`config.mk`:
```
export PLATFORM = sky130hd
export DESIGN_NAME = super_stack
export DESIGN_NICKNAME = d
export VERILOG_FILES = /design/src/rtl/super_stack.sv
export SDC_FILE = /design/constraint.sdc
export NUM_CORES = 1
export LEC_CHECK = 0
export ABC_CLOCK_PERIOD_IN_PS = 5100
export BUFFER_PORTS_ARGS = -buffer_cell sky130_fd_sc_hd__buf_2
export CORE_ASPECT_RATIO = 1.4
export CORE_MARGIN = 4
export CORE_UTILIZATION = 40
export CTS_BUF_LIST = sky130_fd_sc_hd__clkbuf_4 sky130_fd_sc_hd__clkbuf_8
export CTS_CLUSTER_SIZE = 12
export DETAILED_ROUTE_END_ITERATION = 12
export GPL_TIMING_DRIVEN = 0
export HOLD_SLACK_MARGIN = 0.1
export PLACE_DENSITY = 0.56
export SYNTH_ARGS = -nofsm -noshare
export SYNTH_HDL_FRONTEND = slang
export SYNTH_SLANG_ARGS = --single-unit
```
`constraint.sdc`:
```
create_clock -name clk -period 5.1 [get_ports clk]
set_input_delay 1.53 -clock clk [delete_from_list [all_inputs] [get_ports clk]]
set_output_delay 1.53 -clock clk [all_outputs]
set_load 0.05 [all_outputs]
```
`src/rtl/super_stack.sv`:
```
// super_stack: synchronous LIFO operand/frame stack.
//
// A frame is protected by raising underflow_limit: entries at or below the
// limit cannot be popped or replaced. Absolute index reload and direct access
// to entries anywhere below the top are also supported. All outputs are
// registered; an op presented before a rising edge is reflected after it.
//
// Ports
//   clk              single clock, rising edge
//   reset            synchronous active-low reset (index and status only)
//   op               NONE/PUSH/POP/REPLACE/INDEX_RESET/INDEX_RESET_AND_PUSH/
//                    UNDERFLOW_GET/UNDERFLOW_SET
//   data             write data
//   offset           absolute entry address for UNDERFLOW_GET/SET
//   underflow_limit  frame base; index == limit is an empty frame
//   new_index        reload value for INDEX_RESET*
//   index            number of stored entries (top = mem[index-1])
//   out/out1/out2    top, second and third entry
//   status           NONE/EMPTY/FULL/OVERFLOW/UNDERFLOW
module super_stack #(
    parameter int WIDTH = 8,
    parameter int DEPTH = 1
) (
    input  logic             clk,
    input  logic             reset,
    input  logic [2:0]       op,
    input  logic [WIDTH-1:0] data,
    input  logic [DEPTH:0]   offset,
    input  logic [DEPTH:0]   underflow_limit,
    input  logic [DEPTH:0]   new_index,
    output logic [DEPTH:0]   index,
    output logic [WIDTH-1:0] out,
    output logic [WIDTH-1:0] out1,
    output logic [WIDTH-1:0] out2,
    output logic [2:0]       status
);
    localparam int IW = DEPTH + 1;
    // Capacity is 2^IW - 1, i.e. the all-ones index value.
    localparam logic [IW-1:0] MAX_IDX = '1;

    localparam logic [2:0] OP_NONE      = 3'd0;
    localparam logic [2:0] OP_PUSH      = 3'd1;
    localparam logic [2:0] OP_POP       = 3'd2;
    localparam logic [2:0] OP_REPLACE   = 3'd3;
    localparam logic [2:0] OP_IRESET    = 3'd4;
    localparam logic [2:0] OP_IRESET_PU = 3'd5;
    localparam logic [2:0] OP_UF_GET    = 3'd6;
    localparam logic [2:0] OP_UF_SET    = 3'd7;

    localparam logic [2:0] ST_NONE      = 3'd0;
    localparam logic [2:0] ST_EMPTY     = 3'd1;
    localparam logic [2:0] ST_FULL      = 3'd2;
    localparam logic [2:0] ST_OVERFLOW  = 3'd3;
    localparam logic [2:0] ST_UNDERFLOW = 3'd4;

    // The array has 2^IW entries so every index value (including wrapped
    // negative addresses) is in range; the top entry is never written.
    logic [WIDTH-1:0] mem [0:(1<<IW)-1];

    logic [IW-1:0]    index_q  = '0;
    logic [2:0]       status_q = ST_EMPTY;
    logic [WIDTH-1:0] out_q, out1_q, out2_q;

    logic [IW-1:0]    n_index;
    logic [WIDTH-1:0] n_out, n_out1, n_out2;
    logic [2:0]       n_status;
    logic             rejected;
    logic [2:0]       reject_code;
    logic             we;
    logic [IW-1:0]    waddr;
    logic [IW-1:0]    im1, im2, im3, im4, nm1, nm2;

    assign im1 = index_q - IW'(1);
    assign im2 = index_q - IW'(2);
    assign im3 = index_q - IW'(3);
    assign im4 = index_q - IW'(4);
    assign nm1 = new_index - IW'(1);
    assign nm2 = new_index - IW'(2);

    always_comb begin
        n_index     = index_q;
        n_out       = out_q;
        n_out1      = out1_q;
        n_out2      = out2_q;
        rejected    = 1'b0;
        reject_code = ST_UNDERFLOW;
        we          = 1'b0;
        waddr       = index_q;
        case (op)
            OP_NONE: begin
                if (index_q >= underflow_limit) begin
                    n_out  = mem[im1];
                    n_out1 = mem[im2];
                    n_out2 = mem[im3];
                end
            end
            OP_PUSH: begin
                if (index_q == MAX_IDX) begin
                    rejected    = 1'b1;
                    reject_code = ST_OVERFLOW;
                end else begin
                    we      = 1'b1;
                    waddr   = index_q;
                    n_index = index_q + IW'(1);
                    n_out   = data;
                    n_out1  = mem[im1];
                    n_out2  = mem[im2];
                end
            end
            OP_POP: begin
                if (index_q <= underflow_limit) begin
                    rejected = 1'b1;
                end else begin
                    n_index = im1;
                    n_out   = mem[im2];
                    n_out1  = mem[im3];
                    n_out2  = mem[im4];
                end
            end
            OP_REPLACE: begin
                if (index_q <= underflow_limit) begin
                    rejected = 1'b1;
                end else begin
                    we     = 1'b1;
                    waddr  = im1;
                    n_out  = data;
                    n_out1 = mem[im2];
                    n_out2 = mem[im3];
                end
            end
            OP_IRESET: begin
                n_index = new_index;
            end
            OP_IRESET_PU: begin
                if (new_index == MAX_IDX) begin
                    rejected    = 1'b1;
                    reject_code = ST_OVERFLOW;
                end else begin
                    we      = 1'b1;
                    waddr   = new_index;
                    n_index = new_index + IW'(1);
                    n_out   = data;
                    n_out1  = mem[nm1];
                    n_out2  = mem[nm2];
                end
            end
            OP_UF_GET: begin
                if (offset >= index_q) rejected = 1'b1;
                else                   n_out = mem[offset];
            end
            default: begin
                if (offset >= index_q) begin
                    rejected = 1'b1;
                end else begin
                    we    = 1'b1;
                    waddr = offset;
                    n_out = data;
                end
            end
        endcase

        // EMPTY is tested before FULL so a frame base at capacity reads EMPTY.
        if (rejected)                        n_status = reject_code;
        else if (n_index < underflow_limit)  n_status = ST_UNDERFLOW;
        else if (n_index == underflow_limit) n_status = ST_EMPTY;
        else if (n_index == MAX_IDX)         n_status = ST_FULL;
        else                                 n_status = ST_NONE;
    end

    // Reset clears only index and status; stored data and the output
    // registers survive so a frame can be re-established after reset.
    always_ff @(posedge clk) begin
        if (!reset) begin
            index_q  <= '0;
            status_q <= ST_EMPTY;
        end else begin
            index_q  <= n_index;
            status_q <= n_status;
            out_q    <= n_out;
            out1_q   <= n_out1;
            out2_q   <= n_out2;
        end
    end

    always_ff @(posedge clk) begin
        if (reset && we) mem[waddr] <= data;
    end

    assign index  = index_q;
    assign status = status_q;
    assign out    = out_q;
    assign out1   = out1_q;
    assign out2   = out2_q;
endmodule

```
-- Word level (Yosys, flattened, before mapping)
Memories as Yosys holds them, arrays and structs flattened. A register that Yosys moved wholly into a read port is not among the register bits.
Cells that the tools add are included.
- bits in read-only memories: 0
- memories: 1
- logic and storage cells: 89
- memory bits (writable): 32
- output and inout bits: 29
- register bits after elaboration: 29
- latch bits: 0
- memory list (name ; depth ; bits a word ; rd ports ; clocked after memory_dff ; wr ports ; line ; source):
    mem ; 4 ; 8 ; 7 ; 1 ; 1 ; 58 ; logic [WIDTH-1:0] mem [0:(1<<IW)-1];
- divide/modulo/power cells: 0
- reductions and logical operators: 9
- multiplexer cells: 45
- $add $sub $neg: 7
- multiply operators: 0
- $lt $le $gt $ge: 4
- shift-type cells: 0
- bitwise operators: 1
- equal/unequal tests: 17
- operator list (operator ; count):
    $mux W8 ; 15
    $pmux W8 S5 ; 2
    $pmux W8 S7 ; 1
    $mux W2 ; 8
    $mux W3 ; 4
    $ne A2 B2 Y1 const B ; 6
    $mux W1 ; 10
    $eq A3 B3 Y1 const B ; 3
    $reduce_and A9 Y1 ; 1
    $pmux W1 S4 ; 2
    $pmux W2 S4 ; 1
    $reduce_and A7 Y1 ; 1
    $eq A2 B2 Y1 const B ; 3
    $eq A3 B2 Y1 const B ; 2
    $ne A6 B1 Y1 const B ; 1
    $pmux W2 S3 ; 1
    $pmux W3 S2 ; 1
    $sub A2 B2 Y2 const B ; 3
    $reduce_bool A5 Y1 ; 1
    $reduce_or A5 Y1 ; 1
    $add A2 B1 Y2 const B ; 2
    $ge A2 B2 Y1 ; 2
    $reduce_or A2 Y1 ; 2
    $reduce_or A4 Y1 ; 1
    8 further kinds ; 9

-- Logic depth before layout (Yosys ltp)
Gate-level depths: netlist of the first run.
- depth after elaboration: 8
- depth in mapped cells: 14
- mapped depth without buffers: 11

-- Worst setup path after synthesis of the first run
OpenSTA, ideal clock, no wires.
- path type: input-to-reg
- start point: in offset[0]
- end point: mem mem[0][0] (enable)
- required time: 4.717 ns
- stages on the path: 8
- data arrival time: 3.524 ns
- setup slack: 1.193 ns
- buffers on the path: 1
- setup time: 0.383 ns
- cell sequence: buf_2 inv_1 ha_1 nand2b_1 a21o_1 a311oi_1 o32ai_1 nor3_1
- cells in the longest elaborated chain, start to end: 6
- elaborated cells between the ends (all ways): 8
- RTL lines (element ; line ; source):
    start, declared ; 28 ; input logic [DEPTH:0] offset,
    $ge A2 B2 Y1 ; 152 ; if (offset >= index_q) begin
    $mux W1 ; 152 ;
    $pmux W1 S4 ; 89 ; case (op)
    $logic_and A1 B1 Y1 ; 186 ; if (reset && we) mem[waddr] <= data;
    $mux W1 ; 186 ;
    $mux W1 (not written as such) ; 186 ;
    end, declared ; 58 ;
Several ways; a longest one is shown, not always the timed one.

-- Final worst setup path of the first run
- start point: reg index_q[1], in the netlist index[1]
- end point: mem mem[3][0] (enable)
- cells in the longest elaborated chain, start to end: 6
- elaborated cells between the ends (all ways): 15
- RTL lines (element ; line ; source):
    start, declared ; 60 ; logic [IW-1:0] index_q = '0;
    start signal, assigned ; 177 ; index_q <= n_index;
    $ge A2 B2 Y1, or another cell as far along ; 152 ;
    $mux W1 (on tied branches) ; 152, 121, 98 ;
    $pmux W1 S4 ; 89 ;
    $logic_and A1 B1 Y1 ; 186 ;
    $mux W1 ; 186 ;
    $mux W1 (not written as such) ; 186 ;
Several ways; a longest one is shown, not always the timed one.

==> results of run 1 <==
-- sequential cells by signal, indices dropped and copies added (netlist names) --
name    count
index       2
mem        32
out         8
out1        8
out2        8
status      3
-- Yosys cell counts (11+ instances only) --
| cell | count | area [µm²] |
|---|---|---|
| nand2_1 | 21 | 78.83 |
| nor3_1 | 12 | 60.06 |
| nor2b_1 | 12 | 75.07 |
| mux4_2 | 31 | 698.2 |
| mux2i_1 | 38 | 380.4 |
| mux2_2 | 11 | 123.9 |
| a21oi_1 | 17 | 85.08 |
| o22ai_1 | 24 | 150.1 |
| nor2_1 | 15 | 56.30 |
| buf_2 | 16 | 80.08 |
| edfxtp_1 | 56 | 1682 |
| ha_1 | 11 | 137.6 |
-- final timing paths --
path | startpoint | to | slack [ns] | depth (start not counted)
min reg2reg | mem[0][2]$_DFFE_PP_ | out2[2]$_DFFE_PP_ | 0.89 | 3
min | mem[0][2]$_DFFE_PP_ | out2[2]$_DFFE_PP_ | 0.89 | 3
max | index[1]$_SDFF_PN0_ | mem[3][0]$_DFFE_PP_ | 0.84 | 10
max reg2reg | index[1]$_SDFF_PN0_ | mem[3][0]$_DFFE_PP_ | 0.84 | 10
-- cell type report --
type,count,area share (%)
Tap cell,144,3.335
Sequential cell,61,32.98
Multi-Input combinational cell,282,50.28
Clock buffer,9,2.293
Clock inverter,7,2.223
Timing Repair Buffer,47,4.400
Inverter,9,0.6253
Buffer,35,3.868
-- stage by stage --
| stage | total power [mW] | cells | utilization [%] | setup WS [ns] |
|---|---|---|---|---|
| floorplan | 0.9673 | 387 | - | 1.193 |
| detailed placement | 1.081 | 578 | 45.00 | 0.5170 |
| finish | 1.622 | 594 | 47.17 | 0.8446 |
| global placement | 1.074 | 577 | 44.93 | 0.5810 |
| global route | 1.682 | 594 | 47.17 | 0.6158 |
| CTS | 1.628 | 594 | 47.13 | 0.7946 |
-- cell families after synthesis --
kind of cell / count (synthesis) / share of synthesized area (%)
multiplexers: 89 / 30.38
AO/OA/AOI/OAI: 101 / 15.40
adder cells (fa/ha/maj): 11 / 2.906
flip-flops: 61 / 37.62
buffers and inverters: 44 / 5.125
AND/OR/NAND/NOR: 80 / 8.375
XOR/XNOR: 1 / 0.1850
-- per-layer routing --
layer	global-route usage (%)	routed length (µm)	vias to the layer above
li1	-	-	1714
met1	26.22	5657	1832
met2	33.48	6615	166
met3	3.111	777	13
met4	6.910	206	0
met5	0	0	-
-- critical path, stage by stage (launching register included) --
cell and delay, ns:
dfxtp_1 0.53, buf_2 0.36, buf_2 0.36, inv_1 0.16, ha_1 0.32, buf_2 0.23, nor3b_1 0.17, o21ai_0 0.25
nand3_1 0.17, a32o_1 0.26, nor3_1 1.06
-- power breakdown --
group / leakage (nW) / total, mW / switching [mW] / internal [mW]
combinational: 1.23 / 0.475 / 0.291 / 0.185
sequential: 0.556 / 0.601 / 0.0172 / 0.584
clock: 0.120 / 0.545 / 0.219 / 0.327
==> results.sh, run 1 <==
export IMPL_status="completed"
export IMPL_slew_violations=0
export IMPL_cts_htree_levels=3
export IMPL_die_area_um2=13670
export IMPL_port_buffers=46
export IMPL_relSlewSlack_pct=10.97
export IMPL_antenna_found_initial=0
export IMPL_hold_violations=0
export IMPL_fmax_ghz=0.2350
export IMPL_cts_tree="built"
export IMPL_p_leak_nw=1.905
export IMPL_hp_class="reg2reg"
export IMPL_final_setup_tns_ns=0
export IMPL_cts_root_buf="clkbuf_8"
export IMPL_route_detailed_drc=0
export IMPL_synth_area_per_cell_um2=12.24
export IMPL_start_util_pct=41.35
export IMPL_setup_viol=0
export IMPL_worst_ep_required_time_ns=5.07
export IMPL_critical_path_startpoint_type="register"
export IMPL_rsz0062_at_grt="no"
export IMPL_cts_resized_gates=0
export IMPL_die_h_um=136.7
export IMPL_ys_flop_type="edfxtp_1"
export IMPL_power_density_nw_per_um2=300.2
export IMPL_cts_made_buffers=9
export IMPL_routed_wl_mm=13.26
export IMPL_gr_total_overflow=0
export IMPL_period_share_pct=83.44
export IMPL_synth_seq_cells=61
export IMPL_final_area_um2=5403
export IMPL_placementRows=46
export IMPL_ctsHoldBuffers=0
export IMPL_synth_edf_count=56
export IMPL_grt_pass1_wl_mm=20.64
export IMPL_dr_pass1_iters=5
export IMPL_ys_async_sr_fraction_pct=0
export IMPL_ys_seq_area_share_pct=37.62
export IMPL_finClkSkew_ns=0.01085
export IMPL_synthCells=387
export IMPL_core_um2=11450
export IMPL_cp_end_kind="register"
export IMPL_die_x_um=99.96
export IMPL_dp_hpwl_mm=10.00
export IMPL_drtIter0Drc=278
export IMPL_nets=475
export IMPL_diodes=0
export IMPL_grt_pass1_vias=3576
export IMPL_placed_area_um2=5154
export IMPL_syn_to_final_growth_pct=14.08
export IMPL_final_cell_mix="buf_2 (62), edfxtp_1 (56), mux2i_1 (38)"
export IMPL_finalWeightedCongestion=0.9250
export IMPL_ys_types=52
export IMPL_fillers=1047
export IMPL_whs_ns=0.8942
export IMPL_track_usage_pct=19.96
export IMPL_num_vias=3725
export IMPL_clock_sinks=61
export IMPL_clk_latency_ns=0.37
export IMPL_ant_nets=0
export IMPL_routedWlPerCell_um=22.32
export IMPL_vias_per_cell=6.271
export IMPL_clk_path_buf_depth=2
export IMPL_layout_commonest_cell="buf_2"
export IMPL_cp_arrival_ns=4.23
export IMPL_peakVddDrop_mv=0.1852
export IMPL_post_cts_setup_buffer_count=0
export IMPL_ioPinCount=48
export IMPL_layout_drive_gt1_share_pct=30.22
export IMPL_register_area_um2=1782
export IMPL_synth_area_um2=4736
export IMPL_synth_net_count=417
export IMPL_cp_max_fo=10
export IMPL_cts_clk_slew_worst_paths_ns=0.08
export IMPL_synth_warnings=0
export IMPL_multiInputGateArea_um2=2716
export IMPL_maxCapViolations=0
export IMPL_grt_max_degree=13
export IMPL_worst_pin_slew_ns=1.325
export IMPL_period_needed_ns=4.255
export IMPL_worstSetupPathType="reg2reg"
No activity file was read; power rests on OpenSTA's default activity.
==> run 2: changes to the inputs <==
Settings changed: ABC_AREA from default to 1, ABC_CLOCK_PERIOD_IN_PS 5100 to 4250.
Clock period 5.1 ns to 4.25 ns, I/O delays scaled along.
==> results.sh, run 2 <==
export IMPL_status="completed"
export IMPL_synth_area_per_cell_um2=7.223
export IMPL_syn_to_final_growth_pct=13.64
export IMPL_fmax_ghz=0.2983
export IMPL_drtIter0Drc=557
export IMPL_m1WireLength_mm=6.553
export IMPL_gr_total_overflow=0
export IMPL_route_detailed_drc=0
export IMPL_worstSetupPathType="in2reg"
export IMPL_cts_htree_levels=3
export IMPL_cts_made_buffers=9
export IMPL_wl_met3_mm=1.076
export IMPL_p_leak_nw=2.066
export IMPL_rrSetupSlack_ns=0.96
export IMPL_hp_class="reg2reg"
export IMPL_r2r_end="mem[2][2]$_DFFE_PP_"
export IMPL_layout_commonest_cell="nand2_1"
export IMPL_synth_net_count=642
export IMPL_synth_most_common_cell="nand2_1"
export IMPL_grt_pass1_wl_mm=23.40
export IMPL_worst_pin_slew_ns=1.161
export IMPL_yosysTopAreaCellShare_pct=38.04
export IMPL_period_share_pct=78.88
export IMPL_worstRegToRegCells=10
export IMPL_period_needed_ns=3.352
export IMPL_synth_seq_cells=61
export IMPL_ys_top_cells_by_area="edfxtp_1 (38%), nand2_1 (16%), o21ai_0 (11%), inv_1 (4.8%), a21oi_1 (4.4%)"
export IMPL_largest_register="mem"
export IMPL_grt_max_degree=17
export IMPL_die_x_um=96.85
export IMPL_synth_area_um2=4420
export IMPL_final_setup_tns_ns=0
export IMPL_placementRows=45
export IMPL_diodes=0
export IMPL_largest_register_ffs=32
export IMPL_peakVddDrop_mv=0.2005
export IMPL_cp_end_kind="register"
export IMPL_clock_sinks=61
export IMPL_routedWlPerCell_um=18.29
export IMPL_vias_per_cell=5.663
export IMPL_fillers=1137
export IMPL_cts_resized_gates=0
export IMPL_wl_met2_mm=6.904
export IMPL_layout_drive_gt1_share_pct=14.12
export IMPL_routed_wl_mm=14.89
export IMPL_whs_ns=0.8577
export IMPL_cp_arrival_ns=3.31
export IMPL_ys_async_sr_fraction_pct=0
export IMPL_finClkSkew_ns=0.01208
export IMPL_cts_tree="built"
export IMPL_rsz0062_at_grt="no"
export IMPL_relSlewSlack_pct=22.42
export IMPL_antenna_found_initial=0
export IMPL_yosysTopAreaCell="edfxtp_1"
export IMPL_whs_endpoint="out2[6]$_DFFE_PP_"
export IMPL_dr_pass1_iters=5
export IMPL_cp_max_fo=8
export IMPL_cts_root_buf="clkbuf_8"
export IMPL_clk_path_buf_depth=2
export IMPL_p_total_mw=1.749
export IMPL_critPathSlowestCell="nor3b_1"
export IMPL_dp_hpwl_mm=12.03
export IMPL_synth_edf_count=56
export IMPL_final_cell_mix="nand2_1 (186), o21ai_0 (93), buf_2 (58)"
export IMPL_path_cells="buf_2 > inv_1 > ha_1 > nand2_1 > nand2_1 > nand2_1 > nand2_1 > nand3_1 > nand2_1 > nand2_2 > nor3b_1"
export IMPL_core_um2=10810
export IMPL_hp_start="mem[1][6]$_DFFE_PP_"
export IMPL_post_route_util_pct=46.47
export IMPL_num_vias=4610
export IMPL_setup_viol=0
export IMPL_nets=698
export IMPL_post_cts_setup_buffer_count=0
export IMPL_track_usage_pct=23.24
export IMPL_ant_nets=0
export IMPL_top_layer_used="met4"
export IMPL_synth_common_cells="nand2_1 (186), o21ai_0 (93), edfxtp_1 (56), inv_1 (56), a21oi_1 (39)"
export IMPL_cts_clk_slew_worst_paths_ns=0.07
export IMPL_hold_violations=0
export IMPL_synthCells=612
export IMPL_slew_violations=0
export IMPL_cp_slowest_stage_delay_ns=0.94
export IMPL_ctsHoldBuffers=0
export IMPL_start_util_pct=40.89
export IMPL_finalWeightedCongestion=0.9689
export IMPL_grt_pass1_vias=4249
export IMPL_ys_flop_type="edfxtp_1"
export IMPL_port_buffers=45
export IMPL_ys_seq_area_share_pct=40.31
export IMPL_die_h_um=132.4
export IMPL_die_area_um2=12820
export IMPL_power_density_nw_per_um2=348.2
export IMPL_ioPinCount=48
export IMPL_r2r_start="index[0]$_SDFF_PN0_"
export IMPL_worst_ep_required_time_ns=4.21
export IMPL_maxCapViolations=0
export IMPL_clk_latency_ns=0.35
export IMPL_path_common_cell="nand2_1"
export IMPL_synth_warnings=0
export IMPL_ys_types=31
export IMPL_whs_path_depth=4
export IMPL_critical_path_startpoint_type="input port"
run 2: cell count changes in the layout (fill, tap and decap cells not counted), moves of 10 or more:
cell / before / now
nor2b_1: 12 / 0
mux4_2: 31 / 0
nand4_1: 1 / 23
a21oi_1: 17 / 39
inv_1: 8 / 56
nand3_1: 4 / 31
o211ai_1: 0 / 11
o21ai_0: 5 / 93
clkbuf_1: 7 / 17
o22ai_1: 24 / 0
mux2_2: 11 / 0
nor2_1: 15 / 29
mux2i_1: 38 / 0
nand2_1: 21 / 186
run 2: area by class of cell:
class | instances | area, µm² | share of cell area [%]
clock buffers | 10 | 131.4 | 2.615
repair buffers | 45 | 225.2 | 4.483
well taps | 141 | 176.4 | 3.512
plain buffers | 35 | 170.2 | 3.387
inverters | 60 | 225.2 | 4.483
multi-input cells | 456 | 2251 | 44.81
clock inverters | 6 | 62.56 | 1.245
flip-flops and latches | 61 | 1782 | 35.47
run 2: metrics by stage:
step | setup slack [ns] | cell area (µm²) | std cells
6_report | 0.8977 | 5024 | 814
5_1_grt | 0.6442 | 5024 | 814
4_1_cts | 0.8004 | 5016 | 814
3_5_place_dp | 0.4412 | 4822 | 798
3_3_place_gp | 0.4681 | 4822 | 798
2_1_floorplan | 1.037 | 4420 | 612
run 2: critical path, delay by kind of cell:
family	cells	cell delay, ns
and+or+nand+nor	8	1.61
adders and majority gates	1	0.30
buffers and inverters	2	0.12
run 2: worst max-delay path by stage:
stage                       start             endpoint  slack, ns  cells past startpoint
4_1_cts        underflow_limit[1]     out[5]$_DFFE_PP_       0.80                      9
2_1_floorplan  underflow_limit[1]  mem[2][0]$_DFFE_PP_       1.04                     10
5_1_grt                 offset[0]  mem[2][1]$_DFFE_PP_       0.64                      9
3_5_place_dp   underflow_limit[1]     out[4]$_DFFE_PP_       0.44                      9
6_report       underflow_limit[1]  mem[2][2]$_DFFE_PP_       0.90                     11
3_3_place_gp   underflow_limit[1]     out[5]$_DFFE_PP_       0.47                      9
run 2: logic make-up (layout without fill, tap and decap cells):
family	Yosys count	count (layout)	synth area share, %
simple gates	288	288	28.36
compound gates	157	157	19.28
buf+inv	95	156	8.944
flops	61	61	40.31
fa+ha+maj	11	11	3.113
run 2: report_power, final:
part           switching (mW)  leakage (nW)  internal, mW
Combinational           0.385          1.41         0.134
Clock                   0.233        0.0937         0.276
Sequential             0.0170         0.559         0.704
Total                   0.635          2.07          1.11
run 2: metal layers:
metal / GRT usage [%] / vias to the layer above
li1: - / 2210
met1: 32.24 / 2122
met2: 36.33 / 246
met3: 3.653 / 32
met4: 9.212 / 0
met5: 0 / -
